<file path="config.mk">
export PLATFORM = sky130hd
export DESIGN_NAME = aq_biu_rd_chnl_fifo_flat
export DESIGN_NICKNAME = d
export VERILOG_FILES = /design/src/rtl/aq_biu_rd_chnl_fifo_if.sv /design/src/rtl/aq_biu_rd_chnl_fifo.sv /design/src/flat_wrapper.sv
export SDC_FILE = /design/constraint.sdc
export NUM_CORES = 1
export LEC_CHECK = 0
export ABC_AREA = 1
export CELL_PAD_IN_SITES_DETAIL_PLACEMENT = 2
export CELL_PAD_IN_SITES_GLOBAL_PLACEMENT = 2
export CORE_MARGIN = 8
export CORE_UTILIZATION = 36
export CTS_BUF_LIST = sky130_fd_sc_hd__clkbuf_4 sky130_fd_sc_hd__clkbuf_8 sky130_fd_sc_hd__clkbuf_16
export CTS_CLUSTER_SIZE = 24
export DETAILED_ROUTE_END_ITERATION = 16
export PLACE_DENSITY_LB_ADDON = 0.1
export SLEW_MARGIN = 20
export SYNTH_ARGS = -nofsm -noshare
export SYNTH_HDL_FRONTEND = slang
export SYNTH_SLANG_ARGS = --single-unit
</file>
<file path="constraint.sdc">
create_clock -name biu_clk -period 10.9 [get_ports biu_clk]
set_input_delay 2.18 -clock biu_clk [delete_from_list [all_inputs] [get_ports biu_clk]]
set_output_delay 2.18 -clock biu_clk [all_outputs]
set_load 0.02 [all_outputs]
</file>
<file path="src/rtl/aq_biu_rd_chnl_fifo_if.sv">
// rtl/aq_biu_rd_chnl_fifo_if.sv - core-side and pad-side read-channel signal bundle
interface aq_biu_rd_chnl_fifo_if #(
  parameter int PADDR = 40,
  parameter int DATAW = 128,
  parameter int IDW   = 4,
  parameter int LENW  = 2
);
  // core AR
  logic             arvalid;
  logic             arready;
  logic [PADDR-1:0] araddr;
  logic [IDW-1:0]   arid;
  logic [LENW-1:0]  arlen;
  logic [2:0]       arsize;
  logic [1:0]       arburst;
  logic [3:0]       arcache;
  logic [2:0]       arprot;
  logic             arlock;
  // pad AR
  logic             biu_pad_arvalid;
  logic             pad_biu_arready;
  logic [PADDR-1:0] biu_pad_araddr;
  logic [7:0]       biu_pad_arid;
  logic [7:0]       biu_pad_arlen;
  logic [2:0]       biu_pad_arsize;
  logic [1:0]       biu_pad_arburst;
  logic [3:0]       biu_pad_arcache;
  logic [2:0]       biu_pad_arprot;
  logic             biu_pad_arlock;
  // pad R
  logic             pad_biu_rvalid;
  logic             biu_pad_rready;
  logic [DATAW-1:0] pad_biu_rdata;
  logic [7:0]       pad_biu_rid;
  logic             pad_biu_rlast;
  logic [1:0]       pad_biu_rresp;
  // core R
  logic             rvalid;
  logic             rready;
  logic [DATAW-1:0] rdata;
  logic [IDW-1:0]   rid;
  logic             rlast;
  logic [1:0]       rresp;

  // buffer side
  modport slave (
    input  arvalid, araddr, arid, arlen, arsize, arburst, arcache, arprot, arlock,
    output arready,
    output biu_pad_arvalid, biu_pad_araddr, biu_pad_arid, biu_pad_arlen, biu_pad_arsize,
           biu_pad_arburst, biu_pad_arcache, biu_pad_arprot, biu_pad_arlock,
    input  pad_biu_arready,
    input  pad_biu_rvalid, pad_biu_rdata, pad_biu_rid, pad_biu_rlast, pad_biu_rresp,
    output biu_pad_rready,
    output rvalid, rdata, rid, rlast, rresp,
    input  rready
  );

  // requester and pad model side
  modport master (
    output arvalid, araddr, arid, arlen, arsize, arburst, arcache, arprot, arlock,
    input  arready,
    input  biu_pad_arvalid, biu_pad_araddr, biu_pad_arid, biu_pad_arlen, biu_pad_arsize,
           biu_pad_arburst, biu_pad_arcache, biu_pad_arprot, biu_pad_arlock,
    output pad_biu_arready,
    output pad_biu_rvalid, pad_biu_rdata, pad_biu_rid, pad_biu_rlast, pad_biu_rresp,
    input  biu_pad_rready,
    input  rvalid, rdata, rid, rlast, rresp,
    output rready
  );
endinterface

</file>
<file path="src/rtl/aq_biu_rd_chnl_fifo.sv">
// rtl/aq_biu_rd_chnl_fifo.sv - AXI read-channel AR/R buffer with outstanding-read credit cap
module aq_biu_rd_chnl_fifo #(
  parameter int PADDR   = 40,
  parameter int DATAW   = 128,
  parameter int IDW     = 4,
  parameter int LENW    = 2,
  parameter int ARDEPTH = 2,
  parameter int RDEPTH  = 2,
  parameter int MAXOUT  = 4
) (
  input  logic                         biu_clk,
  input  logic                         cpurst,
  input  logic                         axim_clk_en,
  aq_biu_rd_chnl_fifo_if.slave         bus,
  output logic [$clog2(MAXOUT+1)-1:0]  rd_credit_cnt,
  output logic                         rd_unexp_last,
  output logic                         read_channel_clk_en
);

  localparam int ARPW = (ARDEPTH > 1) ? $clog2(ARDEPTH) : 1;
  localparam int RPW  = (RDEPTH > 1) ? $clog2(RDEPTH) : 1;
  localparam int ARCW = $clog2(ARDEPTH + 1);
  localparam int RCW  = $clog2(RDEPTH + 1);
  localparam int CRW  = $clog2(MAXOUT + 1);

  typedef struct packed {
    logic [PADDR-1:0] addr;
    logic [7:0]       id;
    logic [7:0]       len;
    logic [2:0]       size;
    logic [1:0]       burst;
    logic [3:0]       cache;
    logic [2:0]       prot;
    logic             lock;
  } ar_ent_t;

  typedef struct packed {
    logic [DATAW-1:0] data;
    logic [IDW-1:0]   id;
    logic             last;
    logic [1:0]       resp;
  } r_ent_t;

  ar_ent_t           ar_mem [ARDEPTH];
  logic [ARPW-1:0]   ar_wptr;
  logic [ARPW-1:0]   ar_rptr;
  logic [ARCW-1:0]   ar_cnt;

  r_ent_t            r_mem [RDEPTH];
  logic [RPW-1:0]    r_wptr;
  logic [RPW-1:0]    r_rptr;
  logic [RCW-1:0]    r_cnt;

  logic [CRW-1:0]    crd;
  logic              unexp_q;

  logic              ar_push;
  logic              ar_pop;
  logic              r_push;
  logic              r_pop;
  logic              crd_inc;
  logic              crd_dec;
  ar_ent_t           ar_in;
  ar_ent_t           ar_head;
  r_ent_t            r_in;
  r_ent_t            r_head;

  // Handshake qualification; reset blocks every transfer on both sides.
  always_comb begin
    bus.arready         = !cpurst && (ar_cnt != ARCW'(ARDEPTH)) && (crd < CRW'(MAXOUT));
    bus.biu_pad_arvalid = (ar_cnt != '0);
    bus.biu_pad_rready  = !cpurst && (r_cnt != RCW'(RDEPTH));
    bus.rvalid          = (r_cnt != '0);
    ar_push = bus.arvalid && bus.arready;
    ar_pop  = !cpurst && bus.biu_pad_arvalid && bus.pad_biu_arready && axim_clk_en;
    r_push  = bus.pad_biu_rvalid && bus.biu_pad_rready && axim_clk_en;
    r_pop   = !cpurst && bus.rvalid && bus.rready;
    crd_inc = ar_push;
    crd_dec = r_push && bus.pad_biu_rlast;
    read_channel_clk_en = ar_push || ar_pop || r_push || r_pop ||
                          (ar_cnt != '0) || (r_cnt != '0);
  end

  // Pack incoming entries; ID and length are widened to the pad's 8-bit fields.
  always_comb begin
    ar_in       = '0;
    ar_in.addr  = bus.araddr;
    ar_in.id    = 8'(bus.arid);
    ar_in.len   = 8'(bus.arlen);
    ar_in.size  = bus.arsize;
    ar_in.burst = bus.arburst;
    ar_in.cache = bus.arcache;
    ar_in.prot  = bus.arprot;
    ar_in.lock  = bus.arlock;
    r_in        = '0;
    r_in.data   = bus.pad_biu_rdata;
    r_in.id     = bus.pad_biu_rid[IDW-1:0];
    r_in.last   = bus.pad_biu_rlast;
    r_in.resp   = bus.pad_biu_rresp;
  end

  // Head entries drive the outputs; cleared storage makes them read 0 after reset.
  always_comb begin
    ar_head = ar_mem[ar_rptr];
    r_head  = r_mem[r_rptr];
    bus.biu_pad_araddr  = ar_head.addr;
    bus.biu_pad_arid    = ar_head.id;
    bus.biu_pad_arlen   = ar_head.len;
    bus.biu_pad_arsize  = ar_head.size;
    bus.biu_pad_arburst = ar_head.burst;
    bus.biu_pad_arcache = ar_head.cache;
    bus.biu_pad_arprot  = ar_head.prot;
    bus.biu_pad_arlock  = ar_head.lock;
    bus.rdata           = r_head.data;
    bus.rid             = r_head.id;
    bus.rlast           = r_head.last;
    bus.rresp           = r_head.resp;
    rd_credit_cnt       = crd;
    rd_unexp_last       = unexp_q;
  end

  // AR FIFO storage, pointers and occupancy.
  always_ff @(posedge biu_clk) begin
    if (cpurst) begin
      for (int i = 0; i < ARDEPTH; i++) ar_mem[i] <= '0;
      ar_wptr <= '0;
      ar_rptr <= '0;
      ar_cnt  <= '0;
    end else begin
      if (ar_push) begin
        ar_mem[ar_wptr] <= ar_in;
        ar_wptr <= (ar_wptr == ARPW'(ARDEPTH - 1)) ? '0 : ar_wptr + 1'b1;
      end
      if (ar_pop) begin
        ar_rptr <= (ar_rptr == ARPW'(ARDEPTH - 1)) ? '0 : ar_rptr + 1'b1;
      end
      if (ar_push && !ar_pop) begin
        ar_cnt <= ar_cnt + 1'b1;
      end else if (!ar_push && ar_pop) begin
        ar_cnt <= ar_cnt - 1'b1;
      end
    end
  end

  // R FIFO storage, pointers and occupancy; a full FIFO never pushes since rready is registered.
  always_ff @(posedge biu_clk) begin
    if (cpurst) begin
      for (int i = 0; i < RDEPTH; i++) r_mem[i] <= '0;
      r_wptr <= '0;
      r_rptr <= '0;
      r_cnt  <= '0;
    end else begin
      if (r_push) begin
        r_mem[r_wptr] <= r_in;
        r_wptr <= (r_wptr == RPW'(RDEPTH - 1)) ? '0 : r_wptr + 1'b1;
      end
      if (r_pop) begin
        r_rptr <= (r_rptr == RPW'(RDEPTH - 1)) ? '0 : r_rptr + 1'b1;
      end
      if (r_push && !r_pop) begin
        r_cnt <= r_cnt + 1'b1;
      end else if (!r_push && r_pop) begin
        r_cnt <= r_cnt - 1'b1;
      end
    end
  end

  // Outstanding-read credits; an rlast with nothing outstanding is flagged and sticks.
  always_ff @(posedge biu_clk) begin
    if (cpurst) begin
      crd     <= '0;
      unexp_q <= 1'b0;
    end else if (crd_inc && !crd_dec) begin
      crd <= crd + 1'b1;
    end else if (!crd_inc && crd_dec) begin
      if (crd == '0) begin
        unexp_q <= 1'b1;
      end else begin
        crd <= crd - 1'b1;
      end
    end
  end

endmodule

</file>
<file path="src/flat_wrapper.sv">
// flat-port wrapper written by rule: the top's interface ports become plain ports
module aq_biu_rd_chnl_fifo_flat 
#(
  parameter int PADDR   = 40,
  parameter int DATAW   = 128,
  parameter int IDW     = 4,
  parameter int LENW    = 2,
  parameter int ARDEPTH = 2,
  parameter int RDEPTH  = 2,
  parameter int MAXOUT  = 4
)
  (biu_clk, cpurst, axim_clk_en, rd_credit_cnt, rd_unexp_last, read_channel_clk_en, bus_arvalid, bus_araddr, bus_arid, bus_arlen, bus_arsize, bus_arburst, bus_arcache, bus_arprot, bus_arlock, bus_arready, bus_biu_pad_arvalid, bus_biu_pad_araddr, bus_biu_pad_arid, bus_biu_pad_arlen, bus_biu_pad_arsize, bus_biu_pad_arburst, bus_biu_pad_arcache, bus_biu_pad_arprot, bus_biu_pad_arlock, bus_pad_biu_arready, bus_pad_biu_rvalid, bus_pad_biu_rdata, bus_pad_biu_rid, bus_pad_biu_rlast, bus_pad_biu_rresp, bus_biu_pad_rready, bus_rvalid, bus_rdata, bus_rid, bus_rlast, bus_rresp, bus_rready);
  aq_biu_rd_chnl_fifo_if #(.PADDR(PADDR), .DATAW(DATAW), .IDW(IDW), .LENW(LENW)) bus_i ();
  input  logic biu_clk;
  input  logic cpurst;
  input  logic axim_clk_en;
  output logic [$clog2(MAXOUT+1)-1:0] rd_credit_cnt;
  output logic rd_unexp_last;
  output logic read_channel_clk_en;
  input wire logic [$bits(bus_i.arvalid)-1:0] bus_arvalid;
  input wire logic [$bits(bus_i.araddr)-1:0] bus_araddr;
  input wire logic [$bits(bus_i.arid)-1:0] bus_arid;
  input wire logic [$bits(bus_i.arlen)-1:0] bus_arlen;
  input wire logic [$bits(bus_i.arsize)-1:0] bus_arsize;
  input wire logic [$bits(bus_i.arburst)-1:0] bus_arburst;
  input wire logic [$bits(bus_i.arcache)-1:0] bus_arcache;
  input wire logic [$bits(bus_i.arprot)-1:0] bus_arprot;
  input wire logic [$bits(bus_i.arlock)-1:0] bus_arlock;
  output wire logic [$bits(bus_i.arready)-1:0] bus_arready;
  output wire logic [$bits(bus_i.biu_pad_arvalid)-1:0] bus_biu_pad_arvalid;
  output wire logic [$bits(bus_i.biu_pad_araddr)-1:0] bus_biu_pad_araddr;
  output wire logic [$bits(bus_i.biu_pad_arid)-1:0] bus_biu_pad_arid;
  output wire logic [$bits(bus_i.biu_pad_arlen)-1:0] bus_biu_pad_arlen;
  output wire logic [$bits(bus_i.biu_pad_arsize)-1:0] bus_biu_pad_arsize;
  output wire logic [$bits(bus_i.biu_pad_arburst)-1:0] bus_biu_pad_arburst;
  output wire logic [$bits(bus_i.biu_pad_arcache)-1:0] bus_biu_pad_arcache;
  output wire logic [$bits(bus_i.biu_pad_arprot)-1:0] bus_biu_pad_arprot;
  output wire logic [$bits(bus_i.biu_pad_arlock)-1:0] bus_biu_pad_arlock;
  input wire logic [$bits(bus_i.pad_biu_arready)-1:0] bus_pad_biu_arready;
  input wire logic [$bits(bus_i.pad_biu_rvalid)-1:0] bus_pad_biu_rvalid;
  input wire logic [$bits(bus_i.pad_biu_rdata)-1:0] bus_pad_biu_rdata;
  input wire logic [$bits(bus_i.pad_biu_rid)-1:0] bus_pad_biu_rid;
  input wire logic [$bits(bus_i.pad_biu_rlast)-1:0] bus_pad_biu_rlast;
  input wire logic [$bits(bus_i.pad_biu_rresp)-1:0] bus_pad_biu_rresp;
  output wire logic [$bits(bus_i.biu_pad_rready)-1:0] bus_biu_pad_rready;
  output wire logic [$bits(bus_i.rvalid)-1:0] bus_rvalid;
  output wire logic [$bits(bus_i.rdata)-1:0] bus_rdata;
  output wire logic [$bits(bus_i.rid)-1:0] bus_rid;
  output wire logic [$bits(bus_i.rlast)-1:0] bus_rlast;
  output wire logic [$bits(bus_i.rresp)-1:0] bus_rresp;
  input wire logic [$bits(bus_i.rready)-1:0] bus_rready;
  assign bus_i.arvalid = bus_arvalid;
  assign bus_i.araddr = bus_araddr;
  assign bus_i.arid = bus_arid;
  assign bus_i.arlen = bus_arlen;
  assign bus_i.arsize = bus_arsize;
  assign bus_i.arburst = bus_arburst;
  assign bus_i.arcache = bus_arcache;
  assign bus_i.arprot = bus_arprot;
  assign bus_i.arlock = bus_arlock;
  assign bus_arready = bus_i.arready;
  assign bus_biu_pad_arvalid = bus_i.biu_pad_arvalid;
  assign bus_biu_pad_araddr = bus_i.biu_pad_araddr;
  assign bus_biu_pad_arid = bus_i.biu_pad_arid;
  assign bus_biu_pad_arlen = bus_i.biu_pad_arlen;
  assign bus_biu_pad_arsize = bus_i.biu_pad_arsize;
  assign bus_biu_pad_arburst = bus_i.biu_pad_arburst;
  assign bus_biu_pad_arcache = bus_i.biu_pad_arcache;
  assign bus_biu_pad_arprot = bus_i.biu_pad_arprot;
  assign bus_biu_pad_arlock = bus_i.biu_pad_arlock;
  assign bus_i.pad_biu_arready = bus_pad_biu_arready;
  assign bus_i.pad_biu_rvalid = bus_pad_biu_rvalid;
  assign bus_i.pad_biu_rdata = bus_pad_biu_rdata;
  assign bus_i.pad_biu_rid = bus_pad_biu_rid;
  assign bus_i.pad_biu_rlast = bus_pad_biu_rlast;
  assign bus_i.pad_biu_rresp = bus_pad_biu_rresp;
  assign bus_biu_pad_rready = bus_i.biu_pad_rready;
  assign bus_rvalid = bus_i.rvalid;
  assign bus_rdata = bus_i.rdata;
  assign bus_rid = bus_i.rid;
  assign bus_rlast = bus_i.rlast;
  assign bus_rresp = bus_i.rresp;
  assign bus_i.rready = bus_rready;
  aq_biu_rd_chnl_fifo #(.PADDR(PADDR), .DATAW(DATAW), .IDW(IDW), .LENW(LENW), .ARDEPTH(ARDEPTH), .RDEPTH(RDEPTH), .MAXOUT(MAXOUT)) u_core (.biu_clk(biu_clk), .cpurst(cpurst), .axim_clk_en(axim_clk_en), .bus(bus_i), .rd_credit_cnt(rd_credit_cnt), .rd_unexp_last(rd_unexp_last), .read_channel_clk_en(read_channel_clk_en));
endmodule
</file>
==> flow_metrics.tcl, run 1 <==
set metrics [dict create \
    status "completed" \
    hp-class "flip-flop to flip-flop" \
    wl_per_cell_um 21.8 \
    yosys-top-cells-count "edfxtp_1 (388), nor2_1 (359), inv_1 (213)" \
    synth_cells 1353 \
    setup_viol 0 \
    cts_hold_buf 0 \
    ios 418 \
    grt_max_degree 136 \
    synth_top_area_cell "edfxtp_1" \
    period_share 0.597 \
    hold_ws_ps 495 \
    netlist_area_mm2 0.0174 \
    ant_nets 0 \
    grt_pass1_wl_mm 78.9 \
    cts.clk_slew.worst_paths_ps 60 \
    tightest_slew_ps 903 \
    cts_setup_buffers 0 \
    die_area_mm2 0.0557 \
    drive_gt1_frac 0.191 \
    cts_buffers 46 \
    row_count 80 \
    max_freq_mhz 154 \
    gp_congestion 0.723 \
    maxSlewViolCount 0 \
    drc 0 \
    hold_viol_final 0 \
    avgSynthCellArea_um2 12.9 \
    wl_mm 52.6 \
    die_h_um 236 \
    vias 11266 \
    register_area_mm2 0.0119 \
    vias_per_cell 4.68 \
    cts.sinks 402 \
    die_w_um 236 \
    critical_path_arrival_ps 4330 \
    coreArea_mm2 0.0477 \
    cp_top_family "buffers and inverters" \
    dr.pass1.iters 4 \
    drt_iter0_drc 567 \
    start_kind "input pin" \
    crit_type "input pin to output pin" \
    start_util 0.365 \
    layout-area-overhead-vs-synth_pct 33.8 \
    ys_async_sr_fraction 0 \
    grt_pass1_vias 12948 \
    regToRegSetupSlack_ps 7620 \
    overflow 0 \
    crit_required_ps 8720 \
    cts_tree "yes" \
    end_kind "output pin" \
    power_density_mw_per_mm2 170 \
    final_nets 1962 \
    synth.distinct_cells 25 \
    rsz0062_at_grt "no" \
    cts_root_buffer "clkbuf_16" \
    synth_seq_cells 402 \
    clock_skew_ps 14.7 \
    power_mw 3.97 \
    tns_ps 0 \
    worstPathMaxFanout 10 \
    max-cap-violations 0 \
    grt_usage 0.186 \
    clk_path_buf_depth 3 \
    period_needed_ps 6510 \
    yosys.area.top_type_share 0.668 \
    placedInstanceArea_mm2 0.0219 \
    multiInputGateArea_mm2 0.00425 \
    synth_edf_count 388 \
    seq_area_frac_synth 0.684 \
    critPathSlowestCell "clkdlybuf4s50_1" \
    peakVddDrop_v 0.000146 \
    ys_warn_count 0 \
    critPathBufInv 2 \
    max_stage_delay_ps 660 \
    worstSkewPairLatency_ps 570 \
    antenna_found_initial 13 \
    cts_max_level 2 \
    synth_most_common_cell "edfxtp_1" \
    power_leakage_nw 9.48 \
    postCtsResizedCells 0 \
    slew-limit-headroom 0.398 \
    fin_ws_ps 4390 \
    nFillCells 4662 \
    final_area_mm2 0.0233 \
    hpwl_mm 35.0 \
    port_buffers 403 \
    synth-main-ff-cell "edfxtp_1" \
    synth.area.top_cells "edfxtp_1 (67%), mux2_2 (13%), nor2_1 (7.7%)" \
    worstPathCellList "clkdlybuf4s50_1 > nor2_4 > nand3_1 > ha_1 > nand3_1 > clkdlybuf4s50_1" \
    place_ws_ps 4410 \
]
==> report_power, final <==
group	internal [mW]	leakage (nW)	switching, mW
registers	1.80	4.15	0.0348
clock network	0.845	0.705	0.608
logic	0.317	4.62	0.365
total	2.96	9.48	1.01
==> logic make-up (layout without fill, tap and decap cells) <==
kind of cell	count (synthesis)	in the layout	synth area share
compound gates	9	9	0.00258
xor+xnor	2	2	0.00100
fa+ha+maj	6	6	0.00474
buf+inv	290	712	0.0757
flops	402	402	0.684
mux	194	194	0.125
other cells	1	20	0.000215
simple gates	449	449	0.106
==> layer usage <==
metal | up-vias | share of wire | track usage
li1 | 5239 | - | -
met1 | 5633 | 0.40 | 0.214
met2 | 296 | 0.49 | 0.318
met3 | 90 | 0.070 | 0.0595
met4 | 8 | 0.036 | 0.0720
met5 | - | 0.0010 | 0
==> area by class of cell <==
cell class                 count  share of cell area
sequential                   402               0.512
multi-input combinational    670               0.182
timing repair buffer         416               0.178
clock buffer                  61              0.0549
inverter                     215              0.0346
tap                          615              0.0330
clock inverter                20             0.00488
antenna                       10             0.00107
==> flip-flops by register name, summed over array words and instances, names as in the netlist, 2 cells and up, named ones only <==
name and count:
u_core.r_mem 270, u_core.ar_mem 118, u_core.rd_credit_cnt 3, u_core.ar_cnt 2
u_core.r_cnt 2
==> cell usage in the layout, fill, tap and decap left out, types with 10 or more instances in the layout <==
cell | synthesis | layout
inv_1 | 213 | 213
diode_2 | 0 | 10
clkinv_1 | 0 | 12
conb_1 | 1 | 10
mux2_2 | 194 | 194
clkbuf_16 | 0 | 47
dfxtp_1 | 14 | 12
nor2_2 | 50 | 50
clkdlybuf4s50_1 | 0 | 403
nor2_1 | 359 | 359
nand2_1 | 25 | 21
clkbuf_4 | 0 | 14
edfxtp_1 | 388 | 388
buf_4 | 16 | 12
==> worst reg2reg max path, stage by stage (launching register included) <==
cell and delay, ps:
dfxtp_1 340, inv_2 60, nand2_1 120, nand3_2 140, inv_2 140, nand2_8 350, nand2_4 880, buf_4 800
==> final timing paths <==
| kind | cells past startpoint | start | end |
|---|---|---|---|
| hold / removal | 2 | u_core.rd_unexp_last$_SDFFE_PP0P_ | u_core.rd_unexp_last$_SDFFE_PP0P_ |
| setup reg to reg | 7 | u_core.r_cnt[0]$_SDFFE_PP0P_ | u_core.r_mem[0][54]$_SDFFCE_PN0P_ |
| hold reg to reg | 2 | u_core.rd_unexp_last$_SDFFE_PP0P_ | u_core.rd_unexp_last$_SDFFE_PP0P_ |
| setup / recovery | 6 | cpurst | read_channel_clk_en |
==> through the flow <==
step	std cells	util
after floorplan	1362	-
after global placement	2318	0.459
after detailed placement	2318	0.459
after CTS	2399	0.488
after global routing	2402	0.488
final	2409	0.489
(Power assumes the default switching activity.)
==> run 2, diff against run 1 <==
--- a/config.mk
+++ b/config.mk
@@ -9,7 +9,7 @@
 export CELL_PAD_IN_SITES_DETAIL_PLACEMENT = 2
 export CELL_PAD_IN_SITES_GLOBAL_PLACEMENT = 2
 export CORE_MARGIN = 8
-export CORE_UTILIZATION = 36
+export CORE_UTILIZATION = 30
 export CTS_BUF_LIST = sky130_fd_sc_hd__clkbuf_4 sky130_fd_sc_hd__clkbuf_8 sky130_fd_sc_hd__clkbuf_16
 export CTS_CLUSTER_SIZE = 24
 export DETAILED_ROUTE_END_ITERATION = 16
==> constraint.sdc (replaced) <==
create_clock -name biu_clk -period 5.5 [get_ports biu_clk]
set_input_delay 1.1 -clock biu_clk [delete_from_list [all_inputs] [get_ports biu_clk]]
set_output_delay 1.1 -clock biu_clk [all_outputs]
set_load 0.02 [all_outputs]
==> run 2 against run 1 <==
  * Utilization down 7.6 points
  * Sequential share of layout area down 0.98 points
  * Clock power is 120% higher
  * Wire length rose by 0.48%
  * Total power grew 110%
  * Clock-buffer cell count is 1 higher
  * Critical endpoint unchanged
==> flow_metrics.tcl, run 2 (synthesized netlist as in run 1, its figures left out) <==
set metrics [dict create \
    drive_gt1_frac 0.197 \
    end_kind "output pin" \
    max-cap-violations 0 \
    cts.sinks 402 \
    cp-endpoint "read_channel_clk_en" \
    power_leakage_nw 9.61 \
    port_buffers 403 \
    regToRegSetupSlack_ps 2890 \
    grt_pass1_wl_mm 79.2 \
    status "completed" \
    hold_viol_final 0 \
    cts_hold_buf 0 \
    wl_per_cell_um 20.6 \
    overflow 0 \
    drc 0 \
    rr_worst_depth 7 \
    fin_ws_ps 1290 \
    finalCoreUtilization 0.413 \
    rsz0062_at_grt "no" \
    crit_path_start "cpurst" \
    setup_viol 0 \
    drt_iter0_drc 392 \
    largest-register "u_core.r_mem" \
    cts_tree "yes" \
    cts_setup_buffers 0 \
    critical_path_arrival_ps 3110 \
    power_density_mw_per_mm2 343 \
    crit_type "input pin to output pin" \
    crit_required_ps 4400 \
    final_nets 1969 \
    ant_nets 0 \
    peakVddDrop_v 0.000188 \
    grt_max_degree 136 \
    clk_path_buf_depth 3 \
    max_stage_delay_ps 650 \
    critPathSlowestCell "clkdlybuf4s50_1" \
    gp_congestion 0.697 \
    worstSkewPairLatency_ps 560 \
    period_share 0.766 \
    min-delay-start "u_core.rd_unexp_last$_SDFFE_PP0P_" \
    mostFrequentLayoutCells "clkdlybuf4s50_1 (403), edfxtp_1 (388), nor2_1 (359), inv_1 (213), mux2_2 (194)" \
    place_ws_ps 1240 \
    start_kind "input pin" \
    grt_pass1_vias 12728 \
    max_freq_mhz 237 \
    r2r_start "u_core.r_cnt[0]$_SDFFE_PP0P_" \
    die_area_mm2 0.0661 \
    hp-class "flip-flop to flip-flop" \
    start_util 0.303 \
    layout-area-overhead-vs-synth_pct 36.4 \
    cts.clk_slew.worst_paths_ps 50 \
    tns_ps 0 \
    largest_register_ffs 270 \
    cp_top_family "buffers and inverters" \
    postCtsResizedCells 0 \
    cp.depth 6 \
    grt_usage 0.156 \
    ios 418 \
    critPathBufInv 2 \
    clock_skew_ps 15.7 \
    vias 11091 \
    slew-limit-headroom 0.357 \
    vias_per_cell 4.32 \
    cts_root_buffer "clkbuf_16" \
    nFillCells 5838 \
    period_needed_ps 4210 \
    die_w_um 257 \
    cts_max_level 2 \
    r2r-end "u_core.r_mem[0][74]$_SDFFCE_PN0P_" \
    wl_mm 52.8 \
    antenna_found_initial 14 \
    hpwl_mm 35.7 \
    tightest_slew_ps 964 \
    power_mw 8.15 \
    maxSlewViolCount 0 \
    coreArea_mm2 0.0576 \
    worstPathMaxFanout 10 \
    worstPathCellList "clkdlybuf4s50_1 > nor2_4 > nand3_1 > ha_1 > nand3_1 > clkdlybuf4s50_1" \
    row_count 88 \
    final_common_cell "clkdlybuf4s50_1" \
    die_h_um 257 \
    cts_buffers 48 \
    dr.pass1.iters 4 \
]
[run 2: cell count changes in the layout (fill, tap and decap cells not counted)]
cell       delta
clkbuf_4      -1
inv_6         -1
clkinv_1      -2
clkinv_2      +4
clkbuf_16     +2
buf_12        +5
bufinv_16     +4
[run 2: area by class of cell]
| class | count | area (um2) | area share |
|---|---|---|---|
| inverter | 215 | 807 | 0.0339 |
| clock inverter | 25 | 238 | 0.0100 |
| antenna | 10 | 25.0 | 0.00105 |
| tap | 765 | 957 | 0.0403 |
| multi-input combinational | 670 | 4250 | 0.179 |
| clock buffer | 62 | 1320 | 0.0557 |
| timing repair buffer | 421 | 4240 | 0.178 |
| sequential | 402 | 11900 | 0.502 |
[run 2: worst reg2reg max path, cell delays in order, from the launching register on]
cell     delay [ps]
dfxtp_1         340
inv_2            60
nand2_1         120
nand3_2         150
inv_2           140
nand2_8         310
nand2_4         610
buf_4           510
[run 2: metal layers]
metal,GRT usage,routed length (um),up-vias
met4,0.0427,1010,10
met3,0.0563,4140,62
met2,0.274,26800,247
li1,-,-,5249
met5,0,67,-
met1,0.177,20900,5523
[run 2: through the flow]
step                      instance area [um2]  std cells  hold slack (ps)
after floorplan                         17500       1362              465
after global placement                  22200       2473              441
after detailed placement                22200       2473              463
after CTS                               23800       2560              474
after global routing                    23800       2562              488
final                                   23800       2570              464
[run 2: how the worst min path moves through the flow]
| stage | to | cells after the start |
|---|---|---|
| 2_1_floorplan | u_core.ar_wptr$_SDFFE_PP0P_ | 2 |
| 3_3_place_gp | u_core.rd_unexp_last$_SDFFE_PP0P_ | 2 |
| 3_5_place_dp | u_core.rd_unexp_last$_SDFFE_PP0P_ | 2 |
| 4_1_cts | u_core.rd_unexp_last$_SDFFE_PP0P_ | 2 |
| 5_1_grt | u_core.rd_unexp_last$_SDFFE_PP0P_ | 2 |
| 6_report | u_core.rd_unexp_last$_SDFFE_PP0P_ | 2 |
[run 2: power by group]
| part | internal, mW | total [mW] | switching (mW) | leakage [nW] |
|---|---|---|---|---|
| Combinational | 0.637 | 1.37 | 0.728 | 4.67 |
| Clock | 1.92 | 3.16 | 1.23 | 0.789 |
| Sequential | 3.57 | 3.63 | 0.0629 | 4.15 |
| Total | 6.13 | 8.15 | 2.03 | 9.61 |
==> run 3, diff against run 2 <==
==> constraint.sdc (replaced) <==
create_clock -name biu_clk -period 3.8 [get_ports biu_clk]
set_input_delay 0.76 -clock biu_clk [delete_from_list [all_inputs] [get_ports biu_clk]]
set_output_delay 0.76 -clock biu_clk [all_outputs]
set_load 0.02 [all_outputs]
==> run 3 against run 2 <==
  * Hold slack gained 5.5 ps
  * Register-to-register slack lost 1200 ps
  * Critical endpoint unchanged
  * Critical path depth is the same
  * Highest routed layer unchanged
  * Total power grew 42%
  * Combinational power grew 47%
  * Wire length shrank 0.26%
  * Clock power grew 36%
  * Non-clock buffer count grew 7
  * Sequential cell count is the same
  * Via count grew 1.8%
==> flow_metrics.tcl, run 3 (synthesized netlist as in run 1, its figures left out) <==
set metrics [dict create \
    end_kind "output pin" \
    start_kind "input pin" \
    dr.pass1.iters 4 \
    drive_gt1_frac 0.197 \
    grtUsageMet2 0.272 \
    fin_ws_ps 426 \
    cts_max_level 2 \
    mostFrequentLayoutCells "clkdlybuf4s50_1 (403), edfxtp_1 (388), nor2_1 (359), inv_1 (213), mux2_2 (194)" \
    max_freq_mhz 296 \
    postCtsResizedCells 0 \
    final_area_mm2 0.0238 \
    ant_nets 0 \
    start_util 0.303 \
    overflow 0 \
    maxSlewViolCount 0 \
    critical_path_arrival_ps 2610 \
    period_needed_ps 3370 \
    final_nets 1975 \
    layout-area-overhead-vs-synth_pct 36.5 \
    gp_congestion 0.713 \
    tns_ps 0 \
    nFillCells 5824 \
    drt_iter0_drc 467 \
    cts.clk_slew.worst_paths_ps 60 \
    hold_viol_final 0 \
    met1_usage 0.175 \
    cts_setup_buffers 0 \
    busiest_layer "met2" \
    crit_type "input pin to output pin" \
    power_density_mw_per_mm2 486 \
    wl_per_cell_um 20.5 \
    cts_tree "yes" \
    cts_buffers 47 \
    clock_skew_ps 14.6 \
    vias_per_cell 4.39 \
    port_buffers 403 \
    die_h_um 257 \
    power_leakage_nw 9.61 \
    hp-class "flip-flop to flip-flop" \
    hold_ws_ps 470 \
    grt_pass1_vias 12721 \
    grt_max_degree 136 \
    cts.sinks 402 \
    slew-limit-headroom 0.360 \
    period_share 0.888 \
    place_ws_ps 387 \
    die_area_mm2 0.0661 \
    coreArea_mm2 0.0576 \
    placedInstanceArea_mm2 0.0223 \
    largest-register "u_core.r_mem" \
    vias 11287 \
    die_w_um 257 \
    tightest_slew_ps 959 \
    power_mw 11.6 \
    ios 418 \
    wl_mm 52.7 \
    largest_register_ffs 270 \
    hpwl_mm 36.0 \
    grt_pass1_wl_mm 79.3 \
    peakVddDrop_v 0.000309 \
    grt_usage 0.157 \
    status "completed" \
    cts_root_buffer "clkbuf_16" \
    row_count 88 \
    max-cap-violations 0 \
    crit_required_ps 3040 \
    rsz0062_at_grt "no" \
    setup_viol 0 \
    final_common_cell "clkdlybuf4s50_1" \
    gr-usage-met3 0.0630 \
    cts_hold_buf 0 \
    worstSkewPairLatency_ps 570 \
    worstPathMaxFanout 4 \
    antenna_found_initial 14 \
    clk_path_buf_depth 3 \
    drc 0 \
]
-- run 3: cell count changes in the layout (fill, tap and decap cells not counted), sizes merged --
| cell | delta |
|---|---|
| buf | +7 |
| bufinv | -3 |
| clkbuf | -1 |
| diode | -3 |
| inv | +3 |
-- run 3: per-stage QoR --
stage                      util  cells
after CTS                 0.413   2566
after global placement    0.388   2480
after floorplan               -   1362
after global routing      0.413   2567
after detailed placement  0.388   2480
final                     0.413   2573
-- run 3: where the power goes --
part / switching (mW) / internal [mW]
logic: 1.07 / 0.940
clock network: 1.80 / 2.51
registers: 0.0802 / 5.16
total: 2.96 / 8.61
-- run 3: cell type report --
type                            instances  area, um2  share of cell area
Inverter                              215        807              0.0339
Timing Repair Buffer                  428       4360               0.183
Multi-Input combinational cell        670       4270               0.179
Sequential cell                       402      11900               0.502
Clock buffer                           61       1280              0.0538
Antenna cell                            7       17.5            0.000736
Tap cell                              765        957              0.0402
Clock inverter                         25        171             0.00720
-- run 3: metal layers --
layer	up-vias	part of all wire	routed length, um
met5	-	0.0024	124
met2	254	0.50	26500
met1	5653	0.38	20300
met4	18	0.026	1380
li1	5271	-	-
met3	91	0.084	4430
-- run 3: final timing paths --
check        slack, ps                                    to                         startpoint  depth (start not counted)
max                430                   read_channel_clk_en                             cpurst                          6
min                470     u_core.rd_unexp_last$_SDFFE_PP0P_  u_core.rd_unexp_last$_SDFFE_PP0P_                          2
max reg2reg       1660  u_core.rd_credit_cnt[2]$_SDFFE_PP0P_      u_core.ar_cnt[0]$_SDFFE_PP0P_                         14
min reg2reg        470     u_core.rd_unexp_last$_SDFFE_PP0P_  u_core.rd_unexp_last$_SDFFE_PP0P_                          2
-- run 3: critical path, stage by stage --
cell,delay [ps]
clkdlybuf4s50_1,540
nor2_4,190
nand3_1,150
ha_1,230
nand3_1,80
clkdlybuf4s50_1,650
